## src/rtl/uart_tx_if.sv

```systemverilog
// uart_tx_if: byte valid/ready handshake between a bus master and the UART transmitter.
interface uart_tx_if;
  logic [7:0] tx_data;
  logic tx_valid;
  logic tx_ready;
  modport master (output tx_data, tx_valid, input tx_ready);
  modport slave (input tx_data, tx_valid, output tx_ready);
endinterface

```

## src/rtl/uart_tx.sv

```systemverilog
// uart_tx: FIFO-buffered 8N1 serial transmitter with a valid/ready byte input.
module uart_tx #(
  parameter int CLK_FREQ = 50000000,
  parameter int BAUD = 9600,
  parameter int CLKS_PER_BIT = CLK_FREQ / BAUD,
  parameter int FIFO_DEPTH = 4
) (
  input logic SystemClk,
  input logic reset,
  uart_tx_if.slave bus,
  output logic TX,
  output logic tx_busy,
  output logic [$clog2(FIFO_DEPTH):0] fifo_count
);
  localparam int PW = $clog2(FIFO_DEPTH);
  localparam int CB = $clog2(CLKS_PER_BIT);
  typedef enum logic [1:0] {IDLE, START, DATA, STOP} state_t;
  state_t state, state_d;
  logic [7:0] mem [FIFO_DEPTH];
  logic [PW-1:0] wptr, rptr;
  logic [CB-1:0] cnt, cnt_d;
  logic [2:0] idx, idx_d;
  logic [7:0] shift, shift_d;
  logic tx_d, pop, push, last;
  assign bus.tx_ready = fifo_count < (PW+1)'(FIFO_DEPTH);
  assign push = bus.tx_valid && bus.tx_ready;
  assign last = cnt == CB'(CLKS_PER_BIT - 1);
  assign tx_busy = state != IDLE || fifo_count != '0;
  always_comb begin
    state_d = state;
    cnt_d = last ? '0 : cnt + 1'b1;
    idx_d = idx;
    shift_d = shift;
    tx_d = TX;
    pop = 1'b0;
    case (state)
      IDLE: begin
        cnt_d = '0;
        if (fifo_count != '0) begin
          pop = 1'b1;
          shift_d = mem[rptr];
          tx_d = 1'b0;
          state_d = START;
        end
      end
      START: if (last) begin
        tx_d = shift[0];
        idx_d = '0;
        state_d = DATA;
      end
      DATA: if (last) begin
        shift_d = shift >> 1;
        idx_d = idx + 1'b1;
        tx_d = idx == 3'd7 ? 1'b1 : shift[1];
        state_d = idx == 3'd7 ? STOP : DATA;
      end
      STOP: if (last) begin
        // back-to-back frames reload straight from the stop bit, no idle gap
        pop = fifo_count != '0;
        shift_d = pop ? mem[rptr] : shift;
        tx_d = !pop;
        state_d = pop ? START : IDLE;
      end
    endcase
  end
  always_ff @(posedge SystemClk) begin
    if (reset) begin
      state <= IDLE;
      TX <= 1'b1;
      cnt <= '0;
      idx <= '0;
      shift <= '0;
      wptr <= '0;
      rptr <= '0;
      fifo_count <= '0;
    end else begin
      state <= state_d;
      TX <= tx_d;
      cnt <= cnt_d;
      idx <= idx_d;
      shift <= shift_d;
      wptr <= wptr + PW'(push);
      rptr <= rptr + PW'(pop);
      fifo_count <= fifo_count + (PW+1)'(push) - (PW+1)'(pop);
    end
  end
  always_ff @(posedge SystemClk) if (push && !reset) mem[wptr] <= bus.tx_data;
endmodule

```

## src/flat_wrapper.sv

```systemverilog
// flat-port wrapper written by rule: the top's interface ports become plain ports
module uart_tx_flat 
#(
  parameter int CLK_FREQ = 50000000,
  parameter int BAUD = 9600,
  parameter int CLKS_PER_BIT = CLK_FREQ / BAUD,
  parameter int FIFO_DEPTH = 4
)
  (SystemClk, reset, TX, tx_busy, fifo_count, bus_tx_data, bus_tx_valid, bus_tx_ready);
  uart_tx_if bus_i ();
  input logic SystemClk;
  input logic reset;
  output logic TX;
  output logic tx_busy;
  output logic [$clog2(FIFO_DEPTH):0] fifo_count;
  input wire logic [$bits(bus_i.tx_data)-1:0] bus_tx_data;
  input wire logic [$bits(bus_i.tx_valid)-1:0] bus_tx_valid;
  output wire logic [$bits(bus_i.tx_ready)-1:0] bus_tx_ready;
  assign bus_i.tx_data = bus_tx_data;
  assign bus_i.tx_valid = bus_tx_valid;
  assign bus_tx_ready = bus_i.tx_ready;
  uart_tx #(.CLK_FREQ(CLK_FREQ), .BAUD(BAUD), .CLKS_PER_BIT(CLKS_PER_BIT), .FIFO_DEPTH(FIFO_DEPTH)) u_core (.SystemClk(SystemClk), .reset(reset), .bus(bus_i), .TX(TX), .tx_busy(tx_busy), .fifo_count(fifo_count));
endmodule
```

## config.mk

```make
export PLATFORM = sky130hd
export DESIGN_NAME = uart_tx_flat
export DESIGN_NICKNAME = d
export VERILOG_FILES = /design/src/rtl/uart_tx_if.sv /design/src/rtl/uart_tx.sv /design/src/flat_wrapper.sv
export SDC_FILE = /design/constraint.sdc
export NUM_CORES = 1
export LEC_CHECK = 0
export ABC_AREA = 1
export BUFFER_PORTS_ARGS = -buffer_cell sky130_fd_sc_hd__buf_2
export CORE_MARGIN = 2
export CORE_UTILIZATION = 48
export CTS_BUF_LIST = sky130_fd_sc_hd__clkbuf_2
export CTS_CLUSTER_DIAMETER = 30
export DETAILED_ROUTE_END_ITERATION = 8
export GPL_TIMING_DRIVEN = 0
export PLACE_DENSITY = 0.65
export REMOVE_ABC_BUFFERS = 1
export SYNTH_ARGS = -nofsm -noshare
export SYNTH_HDL_FRONTEND = slang
export SYNTH_SLANG_ARGS = --single-unit
```

## constraint.sdc

```tcl
create_clock -name SystemClk -period 2.7 [get_ports SystemClk]
set_clock_uncertainty 0.1 [all_clocks]
set_input_delay 0.135 -clock SystemClk [delete_from_list [all_inputs] [get_ports SystemClk]]
set_output_delay 0.135 -clock SystemClk [all_outputs]
set_load 0.01 [all_outputs]
```

==> metrics.txt <==
Clock Latency Late Sink ~0.47 ns; LEAKAGE between 1 and 1.5 nW; DIE AREA around 6900 um2; dominant cell type by area after synthesis edfxtp_1; number of global-route vias before repair roughly 2100; port buffer count 16; Net Sw Frac between 30% and 40%; Total Power approximately 0.0030 W; r2r worst-path depth 12; maximum fanout along the worst path 5; critical path startpoint category register; DRT antenna net count 0; Final Cycle Share between 90 and 100%; clock share of power a little over a fifth; hold path start bus_tx_valid; pwr/cell area just over 900 nW/um2; Worst Hold Class input port to register; CTS Root Cell clkbuf_2; EDFF count, synth 32; initial core utilization between 50 and 60%; n_diodes 0; Chip Width roughly 83 um; Wirelength per Cell approximately 12 um; Fin Setup TNS 0 ns; Yosys warning total 0; Post-synth top cells nor2_1 (62), nand2_1 (57), inv_1 (38), dfxtp_1 (34), edfxtp_1 (32); post-DP HPWL ~3700 um; CORE AREA roughly 6000 um2; crit end category register; RSZ-0062 raised after global routing false; synth unique cells 31; # fillers approximately 540; Area Overhead vs Synth 11.9%; synth top area cells edfxtp_1 (32%), dfxtp_1 (23%), nor2_1 (7.7%); placed insts 423; Worst Tran Pin Value 1.23 ns; max-slew violation count 0; NetSw 0.00116 W; first-pass GRT wire length around 9300 um; nets ~390; Pint about 0.0019 W; depth of the CTS H-tree 3; fin cells ~450; post-synthesis sequential area ratio 54.6%; most common cell in the netlist nor2_1; status finished clean; Clock transition at path regs approximately 0.19 ns; GPL Wtd Cong ~0.8; DR DRC count 0; synthesized area roughly 3000 um2; Seq cells post-synth 66; Synth Flop Type dfxtp_1; Max-cap violations 0; Relative slew margins 17.3%; initial drt markers 90; CP Launch Point u_core.state[0]; CTS tree done; grt total ovfl 0; antenna violations before repair 0; Min-Delay Path Depth 6; First-pass DRT Iterations 4; io pins 17; pin count of the biggest net entering global routing 21; final setup violation count 0; Reg-to-Reg Start u_core.state[0]; CTS Buf Count 9; CTS Sinks 66; vias per inst approximately 4.9; Cell Area, Placed between 3000 and 4000 um2; num rows 28; part of the power in registers a little over two fifths; top cell type's share of synthesized area 32.0%; kind of critical path register to register; post-route cell area 3360 um2; combinational power share between 30% and 40%; ys async rst share 0%; maximum vdd ir drop approximately 0.48 mV; area of the multi-input gates 1170 um2; layout cells sized above 1 ~11%; Max clock buf depth 2; Detailed Route WL about 5400 um; syn_area_per_cell between 8 and 9 um2; Vias between 2000 and 2500; fmax ~400 MHz; GRT Total Usage between 10% and 20%; CP Data Required Time 3.03 ns; crit path DAT 2.84 ns; Die Y 83.1 um; fin crit period 2.51 ns; final count of hold timing violations 0; Mapped Cells around 340; Seq. cell area ~1600 um2
-- critical path, cell delays in order, from the launching register on --
cell	delay, ns
dfxtp_1	0.46
ha_2	0.27
inv_1	0.05
a21oi_1	0.18
nand3_1	0.12
a21oi_1	0.22
ha_1	0.16
inv_1	0.04
ha_1	0.20
fa_1	0.37
inv_1	0.08
o21ai_0	0.08
a21oi_1	0.13
-- layout make-up --
cell class              instances  area share [%]
flip-flops and latches         66            48.8
multi-input cells             225            34.9
repair buffers                 25            5.06
inverters                      41            4.58
well taps                      75            2.79
clock inverters                 6            2.42
clock buffers                  10            1.49
-- stage by stage --
stage / hold slack, ns / util, % / setup WS (ns)
global placement: 0.248 / 52.3 / 0.251
detailed placement: 0.256 / 52.3 / 0.211
CTS: 0.0851 / 56.0 / 0.166
floorplan: 0.104 / - / 0.477
global route: 0.129 / 56.1 / 0.00271
finish: 0.119 / 56.1 / 0.191
-- repair_timing --
action | 4_1_cts | 5_1_grt
hold endpoints to repair | 42 | 0
setup buffers | 0 | 0
gates resized for setup | 0 | 1
hold buffers | 9 | 0
setup endpoints to repair | 0 | 1
-- kinds of logic (layout without fill, tap and decap cells) --
family	after synthesis	count (layout)	synth area share (%)
compound gates	49	49	8.86
simple gates	157	157	22.5
flops	66	66	54.6
fa+ha+maj	13	13	5.66
buf+inv	50	82	6.66
xor+xnor	6	6	1.75
-- registers in the layout (all words and copies together) (netlist names) --
name,flops
u_core.mem,32
u_core.cnt,13
u_core.shift,8
u_core.fifo_count,3
u_core.idx,3
u_core.rptr,2
u_core.state,2
u_core.wptr,2
u_core.TX,1
-- metal layers --
layer	global-route usage, %	part of all wire [%]	vias to the layer above	wire (um)
met1	21.6	49	1013	2650
li1	-	-	1167	-
met2	27.2	46	30	2490
met3	3.48	3.8	5	207
met4	7.15	0.82	0	44
met5	0	0	-	0
-- power by group through the flow --
stage	combinational, W	sequential (W)	clock (W)
after floorplan	0.000832	0.00130	0
after global placement	0.00107	0.00131	0
after detailed placement	0.00110	0.00132	0
after CTS	0.00111	0.00129	0.000671
after global routing	0.00129	0.00131	0.000716
final	0.00110	0.00129	0.000652
-- cell usage in the layout (no fill, tap or decap) --
master         instances
a21oi_1               13
inv_2                  3
a31oi_1                2
o21bai_1               1
nor2_1                62
o21ai_4                1
ha_2                   1
nand2_4                1
o22ai_1                2
nand4_1                4
bufinv_16              2
o21ai_0               21
nor3b_1                2
nor3_4                 1
nand2_1               57
clkbuf_2              10
nor3_1                 5
nor3_2                 1
buf_2                 16
nor2_4                 1
clkinv_1               2
clkinv_2               1
xor2_1                 4
nand2_2                2
or2_1                  1
nand3_1               19
dfxtp_1               34
o21ai_1                8
o21a_1                 1
inv_1                 38
dlygate4sd3_1          9
edfxtp_1              32
fa_1                   1
ha_1                  11
xnor2_1                2
clkinv_4               1
or2_0                  1
-- path summary, 6_finish.rpt --
check	endpoint	slack, ns
worst min-delay path	u_core.fifo_count[0]	0.12
worst max register to register	u_core.fifo_count[2]	0.19
worst max-delay path	u_core.fifo_count[2]	0.19
worst min register to register	u_core.TX	0.38
Power figures use the tool's default switching activity.
